[src/rtl/seq_core_debug_cmd_initiator.sv]
// Host-side initiator for the sequencer debug mailbox: clears status, writes params and opcode
// over Avalon-MM, then polls the status word until completion or poll-budget timeout.
module seq_core_debug_cmd_initiator #(
    parameter int unsigned ADDR_WIDTH      = 20,
    parameter int unsigned REQ_CMD_ADDR    = 'h15f90,
    parameter int unsigned CMD_STATUS_ADDR = 'h15f94,
    parameter int unsigned CMD_PARAMS_ADDR = 'h15f98,
    parameter int unsigned POLL_GAP        = 16,
    parameter int unsigned MAX_POLLS       = 1024
) (
    input  logic                  avl_clk,
    input  logic                  avl_reset_n,
    input  logic                  cmd_valid,
    output logic                  cmd_ready,
    input  logic [31:0]           cmd_opcode,
    input  logic [2:0]            cmd_nparams,
    input  logic [127:0]          cmd_params,
    output logic                  rsp_valid,
    output logic [31:0]           rsp_status,
    output logic                  rsp_timeout,
    output logic [ADDR_WIDTH-1:0] avl_address,
    output logic                  avl_write,
    output logic                  avl_read,
    output logic [31:0]           avl_writedata,
    input  logic [31:0]           avl_readdata,
    input  logic                  avl_readdatavalid,
    input  logic                  avl_waitrequest
);
    localparam int PW = $clog2(MAX_POLLS + 1);
    localparam int GW = $clog2(POLL_GAP + 1);

    typedef logic [ADDR_WIDTH-1:0] addr_t;
    localparam addr_t REQ_A  = addr_t'(REQ_CMD_ADDR);
    localparam addr_t STAT_A = addr_t'(CMD_STATUS_ADDR);
    localparam addr_t PAR_A  = addr_t'(CMD_PARAMS_ADDR);

    typedef enum logic [3:0] {
        IDLE, CLR_STAT, WR_PARAM, WR_CMD, GAP, RD_STAT, RD_WAIT, ABORT, RESP
    } state_t;

    state_t         state, state_n;
    logic [31:0]    opcode_q, opcode_n;
    logic [127:0]   params_q, params_n;
    logic [2:0]     count_q, count_n;
    logic [1:0]     idx_q, idx_n;
    logic [2:0]     idx_inc;
    logic [PW-1:0]  poll_q, poll_n, poll_inc;
    logic [GW-1:0]  gap_q, gap_n;
    addr_t          addr_n;
    logic           wr_n, rd_n, rdy_n, rv_n, rt_n;
    logic [31:0]    wd_n, rs_n;

    function automatic logic [31:0] param_word(input logic [127:0] p, input logic [1:0] k);
        return p[{k, 5'b0} +: 32];
    endfunction

    function automatic addr_t param_addr(input logic [1:0] k);
        return PAR_A + addr_t'({k, 2'b00});
    endfunction

    assign idx_inc  = {1'b0, idx_q} + 3'd1;
    assign poll_inc = poll_q + 1'b1;

    always_comb begin
        state_n  = state;
        opcode_n = opcode_q;
        params_n = params_q;
        count_n  = count_q;
        idx_n    = idx_q;
        poll_n   = poll_q;
        gap_n    = gap_q;
        addr_n   = avl_address;
        wr_n     = avl_write;
        rd_n     = avl_read;
        wd_n     = avl_writedata;
        rdy_n    = cmd_ready;
        rv_n     = 1'b0;
        rs_n     = rsp_status;
        rt_n     = rsp_timeout;
        case (state)
            IDLE: begin
                rdy_n = 1'b1;
                if (cmd_valid && cmd_ready) begin
                    rdy_n    = 1'b0;
                    opcode_n = cmd_opcode;
                    params_n = cmd_params;
                    count_n  = (cmd_nparams > 3'd4) ? 3'd4 : cmd_nparams;
                    if (cmd_opcode == 32'd0) begin
                        rv_n    = 1'b1;
                        rs_n    = 32'hFFFF_FFFF;
                        rt_n    = 1'b0;
                        state_n = RESP;
                    end else begin
                        wr_n    = 1'b1;
                        addr_n  = STAT_A;
                        wd_n    = '0;
                        state_n = CLR_STAT;
                    end
                end
            end
            // Each write state stages the next transfer on the edge its own transfer completes.
            CLR_STAT: if (!avl_waitrequest) begin
                if (count_q != 3'd0) begin
                    idx_n   = 2'd0;
                    addr_n  = param_addr(2'd0);
                    wd_n    = param_word(params_q, 2'd0);
                    state_n = WR_PARAM;
                end else begin
                    addr_n  = REQ_A;
                    wd_n    = opcode_q;
                    state_n = WR_CMD;
                end
            end
            WR_PARAM: if (!avl_waitrequest) begin
                if (idx_inc == count_q) begin
                    addr_n  = REQ_A;
                    wd_n    = opcode_q;
                    state_n = WR_CMD;
                end else begin
                    idx_n  = idx_inc[1:0];
                    addr_n = param_addr(idx_inc[1:0]);
                    wd_n   = param_word(params_q, idx_inc[1:0]);
                end
            end
            WR_CMD: if (!avl_waitrequest) begin
                wr_n    = 1'b0;
                poll_n  = '0;
                gap_n   = '0;
                state_n = GAP;
            end
            GAP: begin
                if (gap_q == GW'(POLL_GAP - 1)) begin
                    rd_n    = 1'b1;
                    addr_n  = STAT_A;
                    state_n = RD_STAT;
                end else begin
                    gap_n = gap_q + 1'b1;
                end
            end
            RD_STAT: if (!avl_waitrequest) begin
                rd_n    = 1'b0;
                state_n = RD_WAIT;
            end
            RD_WAIT: if (avl_readdatavalid) begin
                if (avl_readdata != 32'd0) begin
                    rv_n    = 1'b1;
                    rs_n    = avl_readdata;
                    rt_n    = 1'b0;
                    state_n = RESP;
                end else begin
                    poll_n = poll_inc;
                    if (poll_inc == PW'(MAX_POLLS)) begin
                        // Withdraw the request so firmware ignores it if it wakes up late.
                        wr_n    = 1'b1;
                        addr_n  = REQ_A;
                        wd_n    = '0;
                        state_n = ABORT;
                    end else begin
                        gap_n   = '0;
                        state_n = GAP;
                    end
                end
            end
            ABORT: if (!avl_waitrequest) begin
                wr_n    = 1'b0;
                rv_n    = 1'b1;
                rs_n    = '0;
                rt_n    = 1'b1;
                state_n = RESP;
            end
            RESP: begin
                rdy_n   = 1'b1;
                state_n = IDLE;
            end
            default: state_n = IDLE;
        endcase
    end

    always_ff @(posedge avl_clk or negedge avl_reset_n) begin
        if (!avl_reset_n) begin
            state         <= IDLE;
            opcode_q      <= '0;
            params_q      <= '0;
            count_q       <= '0;
            idx_q         <= '0;
            poll_q        <= '0;
            gap_q         <= '0;
            avl_address   <= '0;
            avl_write     <= 1'b0;
            avl_read      <= 1'b0;
            avl_writedata <= '0;
            cmd_ready     <= 1'b0;
            rsp_valid     <= 1'b0;
            rsp_status    <= '0;
            rsp_timeout   <= 1'b0;
        end else begin
            state         <= state_n;
            opcode_q      <= opcode_n;
            params_q      <= params_n;
            count_q       <= count_n;
            idx_q         <= idx_n;
            poll_q        <= poll_n;
            gap_q         <= gap_n;
            avl_address   <= addr_n;
            avl_write     <= wr_n;
            avl_read      <= rd_n;
            avl_writedata <= wd_n;
            cmd_ready     <= rdy_n;
            rsp_valid     <= rv_n;
            rsp_status    <= rs_n;
            rsp_timeout   <= rt_n;
        end
    end
endmodule

[config.mk]
export PLATFORM = sky130hd
export DESIGN_NAME = seq_core_debug_cmd_initiator
export DESIGN_NICKNAME = d
export VERILOG_FILES = /design/src/rtl/seq_core_debug_cmd_initiator.sv
export SDC_FILE = /design/constraint.sdc
export NUM_CORES = 1
export LEC_CHECK = 0
export CAP_MARGIN = 20
export CORE_AREA = 5 5 218 135
export CTS_CLUSTER_DIAMETER = 30
export DETAILED_ROUTE_END_ITERATION = 8
export DIE_AREA = 0 0 223 140
export GPL_TIMING_DRIVEN = 0
export PLACE_DENSITY_LB_ADDON = 0.05
export REMOVE_ABC_BUFFERS = 1
export SLEW_MARGIN = 20
export SYNTH_ARGS = -nofsm -noshare
export SYNTH_HDL_FRONTEND = slang
export SYNTH_SLANG_ARGS = --single-unit
[constraint.sdc]
create_clock -name avl_clk -period 6.4 [get_ports avl_clk]
set_clock_uncertainty 0.2 [all_clocks]
set_input_delay 0.96 -clock avl_clk [delete_from_list [all_inputs] [get_ports avl_clk]]
set_output_delay 0.96 -clock avl_clk [all_outputs]
set_load 0.02 [all_outputs]
Word level (Yosys, flattened, before mapping)
Cells that the tools add are included.

Register bits: 274. Bits of input ports: 200. Word-level logic and storage cells: 156.

Add/sub/neg operators: 4. $lt $le $gt $ge: 1. Equal/unequal tests: 30. Shifts and indexed selects: 1. Muxes and demuxes: 80. Reduce and logical (&&, ||, !) cells: 25.

Operators by type and width (number): $mux W32 (14); $mux W20 (8); $pmux W32 S4 (1); $shiftx A128 B8 Y32 (1); $pmux W20 S5 (1); $pmux W32 S3 (1); $mux W4 (12); $ne A2 B2 Y1 const B (19); $mux W11 (3); $logic_not A32 Y1 (1); $pmux W4 S8 (1); $reduce_bool A32 Y1 (1); $mux W5 (5); $pmux W11 S2 (1); $mux W1 (19); $add A17 B4 Y18 const A (1); $mux W18 (1); $reduce_and A9 Y1 (2); $eq A4 B3 Y1 const B (4); $pmux W5 S3 (1); $reduce_and A6 Y1 (2); $reduce_bool A3 Y1 (4); $add A11 B1 Y11 const B (1); $eq A11 B11 Y1 const B (1); other kinds (25) (36).

Longest topological paths before layout
Gate-level depths: netlist (run 1).

Depth in word-level cells: 6. Depth in mapped cells: 9.

Worst setup path after synthesis (run 1)
No wires, ideal clock.

Path type: input -> register. Start point: in avl_readdata[26]. End point: reg rsp_status[10]. Library setup time: 0.128 ns. Arrival: 2.644 ns. Path slack: 3.428 ns. Stages on the path: 7. Path buffers: 1. Path through: nor4_1 -> nand4_1 -> nor2_1 -> nor2_1 -> a211oi_4 -> buf_2 -> mux2_1.

Cells in the longest elaborated chain, start to end: 3.

Ends and longest elaborated chain: start: declaration (line 25) `input logic [31:0] avl_readdata,`; $reduce_bool A32 Y1 (line 145) `if (avl_readdata != 32'd0) begin`; $ne A2 B2 Y1 (no source line); $reduce_and A6 Y1 (no source line); end signal: assignment (line 210) `rsp_status <= rs_n;`; end: declaration (line 19) `output logic [31:0] rsp_status,`.

Every way passes these cells. A chain may end at the register's enable or synchronous reset.

Final worst setup path (run 1)
Start point: in avl_readdata[25]. End point: reg rsp_status[5].

The elaborated chain is that of the path after synthesis.

==> results of run 1 <==
power groups by stage:
stage	clock network, mW	registers [mW]	logic, mW
final	2.52	2.89	4.04
after global routing	2.65	2.99	4.38
after CTS	2.57	2.89	4.08
after detailed placement	0	2.90	4.06
after global placement	0	2.93	3.84
after floorplan	0	2.94	2.56
cell families (layout without fill, tap and decap cells):
| group | after synthesis | count (layout) | synth area share, % |
|---|---|---|---|
| mux | 309 | 309 | 27.4 |
| flops | 259 | 259 | 50.4 |
| compound gates | 183 | 183 | 9.74 |
| simple gates | 165 | 165 | 6.86 |
| buf+inv | 137 | 417 | 4.86 |
| xor+xnor | 5 | 5 | 0.340 |
| fa+ha+maj | 4 | 4 | 0.389 |
| other cells | 1 | 11 | 0.0291 |
worst reg2reg max path: stages (launching register included):
cell	delay (ns)
dfrtp_4	0.83
buf_16	0.31
ha_2	0.52
xnor2_1	0.36
nand3_4	0.37
buf_12	0.34
o221ai_1	0.25
o22ai_1	0.11
mux2_4	0.28
state kept, by name (all words and copies together) (netlist names), 2 cells and up:
register / count
avl_address: 5
avl_writedata: 32
count_q: 3
gap_q: 5
idx_q: 2
opcode_q: 32
params_q: 128
poll_q: 11
rsp_status: 32
state: 4
placed cells by master (no fill, tap or decap), types with 4 or more instances in the layout:
cell type        Yosys  layout
clkdlybuf4s50_1      0     279
dfrtp_1            259     257
mux2_2             174     174
o21ai_0             59      59
mux2_1              57      57
mux2i_1             49      49
clkbuf_16            0      45
inv_1               43      43
nand2_1             39      39
o22ai_1             33      33
o221ai_1            32      32
mux2_4              29      29
nand3_1             26      25
nor4_1              20      20
nor2_1              19      19
nor2b_1             18      18
a211oi_1            18      18
bufinv_16            0       9
buf_16               0       9
conb_1               1       8
clkbuf_1            46       8
nand2b_1             6       6
clkbuf_8             0       6
nand4_1              5       5
and3_1               6       5
a21oi_1              5       5
o31ai_1              5       5
buf_12               0       5
a31oi_1              4       4
path summary, 6_finish.rpt:
path,to,slack [ns],depth (start not counted)
hold reg to reg,params_q[55],0.28,1
min in group avl_clk,params_q[55],0.28,1
setup / recovery,rsp_status[5],2.49,9
max in group asynchronous,params_q[84],4.72,3
hold / removal,rsp_status[2],0.16,1
setup reg to reg,avl_writedata[24],2.69,8
final cells by class:
cell class                      count  area [sq um]  share of cell area, %
Sequential cell                   259          6490                   36.6
Inverter                           43           161                  0.911
Antenna cell                        3          7.51                 0.0424
Tap cell                          367           459                   2.59
Multi-Input combinational cell    674          5830                   32.9
Timing Repair Buffer              297          3190                   18.0
Clock inverter                     18           334                   1.89
Clock buffer                       59          1240                   6.99
layer usage:
layer	GRT usage, %	share of wire [%]
met1	32.6	47
met2	34.5	44
met3	6.96	6.9
met4	5.12	1.6
met5	0	0.16
per-stage QoR:
step,setup WS (ns),instances,util [%],TNS (ns)
6_report,2.49,1720,65.2,0
5_1_grt,2.24,1718,65.2,0
4_1_cts,2.45,1717,65.2,0
3_5_place_dp,1.92,1640,59.4,0
3_3_place_gp,-7.48,1623,57.8,-2525.22
2_1_floorplan,-0.776,976,-,-25.95
==> results by group, run 1 <==
Setup path
  – CP endpoint kind: flop
  – RR Startpoint: idx_q[0]
  – Critical path's largest stage delay: 0.61 ns
  – CP max FO: 14
  – WP buf/inv: 3
  – CP top delay family: simple AND/OR/NAND/NOR gates
  – Crit path launch: avl_readdata[25]
  – CP Data Required Time: 6.60 ns
  – Arr. time, crit path: 4.11 ns
  – Nature of the critical path startpoint: input pin
  – Kind of critical path: input pin to flop
  – Critical path cell sequence: clkdlybuf4s50_1 > nor4_1 > nand4_1 > nor2_1 > nor2_1 > a211oi_4 > buf_6 > buf_8 > mux2_1
  – Most frequent CP cell: nor2_1
  – Slowest CP cell: a211oi_4

Clock network
  – Hold Buf Count CTS: 0
  – CTS tree: built
  – Clock buffer depth: 3
  – CTS sink cnt: around 260
  – Post-CTS setup buffers: 0
  – PostCTS Resize Cnt: 0
  – Clock buffer count from CTS: 42
  – CTS H-tree depth: 2
  – Worst-Skew Late Latency: 0.53 ns
  – Root Buffer: clkbuf_16
  – Clock Pin Slew Worst Setup and Hold Paths: 0.05 ns

Outcome
  – Status: finished, final reports clean

Place
  – DP Area: 16,100 sq um
  – DP HPWL: 24.7 mm
  – GPL Wtd Cong: 0.801
  – Port bufs: 280

Floorplan
  – Die W: 223 microns
  – Core area: 27,200 sq um
  – Initial Util: 47.4%
  – Die area: 31,200 sq um
  – Die Ht: roughly 140 microns
  – Std-Cell Rows: 47
  – # IOs: 289

Synth
  – Area leader, netlist: dfrtp_1
  – Top cells by area, synth: dfrtp_1 50%, mux2_2 15%, mux2_1 5.0%, mux2i_1 3.8%, mux2_4 3.4%
  – EDFF count, synth: 0
  – Ys flop type: dfrtp_1
  – Synth cell types: 61
  – Post-synthesis register bit count: 259
  – Synth top area share: 50.4%
  – Ys Warns: 0
  – Synthesized area per cell: 12.1 sq um
  – Async S/R FF share, synth: 100%
  – Cells after synthesis: 1,063
  – Top cells by count, synth: 259 x dfrtp_1, 174 x mux2_2, 59 x o21ai_0
  – Cell Area, Synth: 12,900 sq um
  – Sequential area share after synthesis: 50.4%
  – Most frequent cell after synthesis: dfrtp_1

Detailed routing
  – DRC: 0
  – Avg WL per Cell: around 21 microns
  – Post-DRT Antenna Nets: 0
  – WL final: 36.1 mm
  – Vias per inst: 5.49
  – DR iter-0 viols: 503
  – First-pass iteration count of the detailed router: 4
  – Routed vias: 9,445

Cells and area
  – P&R area growth vs syn: 37.6%
  – Fin area: 17,700 sq um
  – Number of fill cells: around 2,100
  – Final layout net count: 1,521
  – Share of layout cells above drive strength 1: 22.7%

Timing
  – Final period utilization: 61.1%
  – Fin. Hold Viols: 0
  – Slew @ Worst Pin: 1.04 ns
  – Fmax: roughly 260 MHz
  – Crit path time final: 3.91 ns
  – Hold Worst Slack: about 0.16 ns
  – Setup-failing EPs final: 0
  – Slew HR: a little under a third
  – Slew Viols, Final: 0
  – RSZ-0062 raised after global routing: no

Global routing
  – GRT Util Overall: 22.8%
  – Global route overflow: 0
  – Vias in the first global route: 9,872
  – Largest net degree at the start of global routing: 79
  – Initial antenna violation count: 7
  – First-pass GRT wire length: 57.0 mm

Power and ir drop
  – Sw frac: about a third
  – Leakage: around 7.4 nW
  – Clock power share: 26.7%
  – Flop pwr share: between 30% and 40%
  – Switching power: 3.25 mW
  – Gate power share: 42.7%
  – Highest ir drop seen on vdd: 428 uV
  – Total power: approximately 9.5 mW
  – Cell area power density: 534 nW/um^2
  – Internal power: 6.20 mW

Job
  – Max cap viols: 0

Worst hold path
  – Worst hold path type: input pin to asynchronous set/reset pin
No activity file was read; power rests on OpenSTA's default activity.
==> run 2, diff against run 1 <==
==> constraint.sdc (replaced) <==
create_clock -name avl_clk -period 3.6 [get_ports avl_clk]
set_clock_uncertainty 0.2 [all_clocks]
set_input_delay 0.54 -clock avl_clk [delete_from_list [all_inputs] [get_ports avl_clk]]
set_output_delay 0.54 -clock avl_clk [all_outputs]
set_load 0.02 [all_outputs]
==> run 2 against run 1 <==
Sequential share of layout area decreased by 0.13 points. Register-to-register slack worse by 2.5 ns. Routed wire length up 1.1%. Via count is 0.46% higher. Largest cell class unchanged. Largest power group unchanged. Critical endpoint is now avl_writedata[0]. Highest routed layer unchanged.
==> results by group, run 2 (synthesis results as in run 1) <==
Global routing
  – Initial antenna violation count: 6
  – Largest net degree at the start of global routing: 79
  – Most used routing layer: met2
  – Vias in the first global route: 9,920
  – M1 GR Usage: 32.8%
  – First-pass GRT wire length: between 50 and 60 mm
  – Grt met2 use: a little over a third
  – GRT Util Overall: 23.0%
  – Grt met3 use: 6.98%
  – Global route overflow: 0

Timing
  – Hold Worst Slack: about 0.28 ns
  – Final period utilization: 96.9%
  – Slew @ Worst Pin: 0.814 ns
  – Setup-failing EPs final: 0
  – Slew HR: 45.3%
  – RSZ-0062 raised after global routing: no
  – Fmax: 287 MHz
  – Slew Viols, Final: 0
  – Fin. Hold Viols: 0
  – Setup TNS: 0 ns
  – Crit path time final: 3.49 ns

Power and ir drop
  – Flop pwr share: 30.3%
  – Cell area power density: about 950 nW/um^2
  – Clock power share: 26.5%
  – Switching power: 5.83 mW
  – Internal power: roughly 11 mW
  – Sw frac: roughly 34%
  – Highest ir drop seen on vdd: 769 uV
  – Leakage: 7.45 nW
  – Gate power share: 43.1%

Clock network
  – CTS tree: built
  – Clock Pin Slew Worst Setup and Hold Paths: 0.05 ns
  – CTS sink cnt: 259
  – CTS H-tree depth: 2
  – Root Buffer: clkbuf_16
  – Worst-Skew Late Latency: 0.53 ns
  – Clock buffer count from CTS: 42
  – Clock buffer depth: 3

Place
  – GPL Wtd Cong: 0.801
  – DP Cell Count: about 1,600
  – DP HPWL: 24.7 mm
  – Port bufs: 280

Setup path
  – RR Startpoint: idx_q[0]
  – Reg-to-Reg End: avl_writedata[24]
  – Arr. time, crit path: around 3.7 ns
  – Setup slack, reg-to-reg: 0.23 ns
  – Kind of critical path: input pin to flop
  – CP endpoint: avl_writedata[0]
  – R2R cell count: 8
  – CP endpoint kind: flop
  – CP Data Required Time: 3.80 ns
  – Nature of the critical path startpoint: input pin
  – CP max FO: 13
  – Crit path launch: avl_readdata[25]

Detailed routing
  – Routed vias: around 9,500
  – DRC: 0
  – WL final: 36.5 mm
  – Vias per inst: 5.50
  – First-pass iteration count of the detailed router: 5
  – Avg WL per Cell: 21.2 microns
  – Post-DRT Antenna Nets: 0
  – DR iter-0 viols: 545

Cells and area
  – Max FFs per register: 128
  – Share of layout cells above drive strength 1: 23.1%
  – P&R area growth vs syn: 38.2%
  – Number of fill cells: 2,119
  – Final layout net count: 1,527
  – Largest Register: params_q
  – Post-layout util: between 60 and 70%
  – Commonest non-fill, non-tap cells in the layout: 279 x clkdlybuf4s50_1, 257 x dfrtp_1, 174 x mux2_2, 59 x o21ai_0, 57 x mux2_1
  – Commonest non-fill, non-tap cell in the layout: clkdlybuf4s50_1
  – Post-Layout Cell Count: 1,725

Floorplan
  – Std-Cell Rows: 47
  – Core area: 27,200 sq um
  – Initial Util: approximately 47%
  – Die area: 31,200 sq um
  – Die Ht: 140 microns
  – Die W: 223 microns
  – # IOs: approximately 290

Outcome
  – Status: finished, final reports clean

Worst hold path
  – Worst hold path type: flop to flop
  – HP Start: params_q[55]

Job
  – Max cap viols: 0
[run 2: changes by cell type in the layout (fill, tap and decap cells not counted), sizes merged]
cell	before	now
buf	18	23
diode	3	2
dlygate4sd3	0	1
[run 2: metal layers]
layer  share of wire (%)  routed length [microns]
met5                0.15                       56
met4                 1.6                      593
met3                 7.0                     2570
met2                  44                    16100
met1                  47                    17100
[run 2: worst min-delay path by stage]
stage | end | slack, ns | cells after the start
floorplan | avl_address[14] | 0.04 | 0
global placement | params_q[34] | 0.26 | 1
detailed placement | params_q[56] | 0.27 | 1
CTS | params_q[43] | 0.28 | 1
global route | params_q[55] | 0.29 | 1
finish | params_q[55] | 0.28 | 1
[run 2: stage by stage]
stage	cell area, sq um	setup slack, ns	total power, mW
floorplan	12400	-3.58	9.78
global placement	15700	-9.86	12.0
detailed placement	16100	-0.463	12.4
CTS	17700	0.0522	17.0
global route	17800	0.00877	17.9
finish	17800	0.111	16.9
[run 2: final cells by class]
class	instances	area [sq um]	area share, %
sequential	259	6490	36.5
multi-input combinational	674	5840	32.8
timing repair buffer	303	3250	18.3
clock buffer	59	1240	6.97
tap	367	459	2.58
clock inverter	18	334	1.88
inverter	43	161	0.908
antenna	2	5.00	0.0281
[run 2: what timing repair did]
item / CTS / global route
hold buffers: 1 / 0
endpoints found under the setup margin: 18 / 19
pin swaps: 0 / 1
endpoints found under the hold margin: 62 / 0
buffers inserted: 1 / 4
gates cloned: 0 / 0
resized for setup: 1 / 2
[run 2: critical path: stages]
cell	delay, ns
clkdlybuf4s50_1	0.42
nor4_1	0.42
nand4_1	0.34
or2_2	0.41
o21ai_2	0.31
o2111ai_4	0.42
buf_16	0.31
buf_16	0.17
mux2_1	0.33
[run 2: power by group through the flow]
stage	Sequential, mW	Clock (mW)	Combinational (mW)
CTS	5.11	4.57	7.34
global route	5.29	4.71	7.89
global placement	5.20	0	6.82
floorplan	5.22	0	4.56
finish	5.12	4.49	7.29
detailed placement	5.16	0	7.21
==> run 3, diff against run 2 <==
--- a/config.mk
+++ b/config.mk
@@ -13,6 +13,7 @@
 export GPL_TIMING_DRIVEN = 0
 export PLACE_DENSITY_LB_ADDON = 0.05
 export REMOVE_ABC_BUFFERS = 1
+export SKIP_CTS_REPAIR_TIMING = 1
 export SLEW_MARGIN = 20
 export SYNTH_ARGS = -nofsm -noshare
 export SYNTH_HDL_FRONTEND = slang
==> run 3 against run 2 <==
Sequential share of layout area is essentially flat. Routed wire length shrank 0.17%. Utilization is essentially flat. Sequential cell count is the same. Global-route usage shrank 0.19 points. Cell count is essentially flat. Non-clock buffer count is the same. Via count shrank 0.33%. Total power is essentially flat. Critical endpoint unchanged.
==> results by group, run 3 (synthesis results as in run 1) <==
Global routing
  – Vias in the first global route: 9,872
  – First-pass GRT wire length: 57.0 mm
  – GRT Util Overall: 22.8%
  – Initial antenna violation count: 7
  – Largest net degree at the start of global routing: slightly below 80
  – Global route overflow: 0

Power and ir drop
  – Highest ir drop seen on vdd: 769 uV
  – Total power: 16.9 mW
  – Leakage: roughly 7.5 nW
  – Cell area power density: roughly 950 nW/um^2

Detailed routing
  – Post-DRT Antenna Nets: 0
  – DRC: 0
  – WL final: about 36 mm
  – Avg WL per Cell: 21.1 microns
  – Vias per inst: 5.48
  – DR iter-0 viols: 495
  – Routed vias: 9,457
  – First-pass iteration count of the detailed router: 4

Place
  – DP HPWL: 24.7 mm
  – GPL Wtd Cong: between 0.8 and 0.9
  – Port bufs: 280
  – DP Area: 16,100 sq um

Floorplan
  – Die Ht: approximately 140 microns
  – Die W: 223 microns
  – Die area: 31,200 sq um
  – Core area: 27,200 sq um
  – Initial Util: 47.4%
  – # IOs: about 290
  – Std-Cell Rows: 47

Timing
  – Setup-failing EPs final: 0
  – Slew @ Worst Pin: between 0.8 and 0.9 ns
  – Slew Viols, Final: 0
  – Setup TNS: 0 ns
  – Hold Worst Slack: 0.278 ns
  – Slew HR: 44.5%
  – Fmax: between 200 and 300 MHz
  – Fin. Hold Viols: 0
  – RSZ-0062 raised after global routing: no
  – Final period utilization: 96.8%
  – Crit path time final: 3.49 ns

Setup path
  – CP max FO: 13
  – Nature of the critical path startpoint: input pin
  – Slowest CP cell: clkdlybuf4s50_1
  – Kind of critical path: input pin to flop
  – Most frequent CP cell: buf_16
  – CP endpoint kind: flop
  – Critical path cell sequence: clkdlybuf4s50_1 > nor4_1 > nand4_1 > or2_2 > o21ai_2 > o2111ai_4 > buf_16 > buf_16 > mux2_1
  – Setup slack, reg-to-reg: around 0.23 ns
  – Arr. time, crit path: 3.69 ns
  – Critical path's largest stage delay: about 0.42 ns
  – CP Data Required Time: 3.80 ns

Cells and area
  – Largest Register: params_q
  – Fin area: 17,800 sq um
  – Share of layout cells above drive strength 1: approximately 23%
  – Commonest non-fill, non-tap cell in the layout: clkdlybuf4s50_1
  – Final layout net count: ~1,500
  – Max FFs per register: about 130
  – Post-layout util: 65.5%
  – Commonest non-fill, non-tap cells in the layout: 279 x clkdlybuf4s50_1, 257 x dfrtp_1, 174 x mux2_2, 59 x o21ai_0, 57 x mux2_1
  – Number of fill cells: between 2,000 and 2,500
  – Area occupied by multi-input gates: 5840 sq um
  – Register area: around 6500 sq um
  – P&R area growth vs syn: 38.2%

Outcome
  – Status: finished, final reports clean

Clock network
  – Clock Pin Slew Worst Setup and Hold Paths: 0.05 ns
  – CTS sink cnt: 259
  – Root Buffer: clkbuf_16
  – CTS H-tree depth: 2
  – Clock buffer count from CTS: 42
  – CTS tree: built
  – Clock buffer depth: 3
  – Worst-Skew Late Latency: 0.53 ns

Worst hold path
  – Worst hold path type: flop to flop

Job
  – Max cap viols: 0
[run 3: per-stage QoR]
stage / setup slack (ns) / instances
after floorplan: -3.58 / 976
after global placement: -9.86 / 1623
after detailed placement: -0.463 / 1640
after CTS: -0.171 / 1717
after global routing: 0.00877 / 1724
final: 0.114 / 1726
[run 3: report_power, final]
part	switching (mW)	internal, mW	total, mW
registers	0.937	4.18	5.12
logic	3.45	3.84	7.29
clock network	1.44	3.05	4.48
total	5.83	11.1	16.9
[run 3: final timing paths]
kind | startpoint | to | depth (start not counted)
max in group asynchronous | avl_reset_n | params_q[91] | 4
setup reg to reg | idx_q[0] | avl_writedata[24] | 8
hold reg to reg | params_q[63] | params_q[63] | 1
min in group asynchronous | avl_reset_n | rsp_status[2] | 2
hold / removal | params_q[63] | params_q[63] | 1
setup / recovery | avl_readdata[25] | avl_writedata[0] | 9
[run 3: layout make-up]
class / instances / area share [%]
well taps: 367 / 2.58
inverters: 43 / 0.908
clock buffers: 59 / 6.97
clock inverters: 18 / 1.88
multi-input cells: 674 / 32.8
repair buffers: 303 / 18.3
flip-flops and latches: 259 / 36.5
diodes: 3 / 0.0422
[run 3: layer usage]
metal	track usage (%)	routed length, microns	vias up
met4	5.12	584	8
met3	6.96	2590	48
met5	0	56	-
li1	-	-	4432
met2	34.5	16200	255
met1	32.6	17000	4714
[run 3: worst max-delay path: cells and delay by family]
family | cells | cell delay (ns)
AO/OA/AOI/OAI | 2 | 0.72
buffers and inverters | 3 | 0.90
multiplexers | 1 | 0.33
AND/OR/NAND/NOR | 3 | 1.16
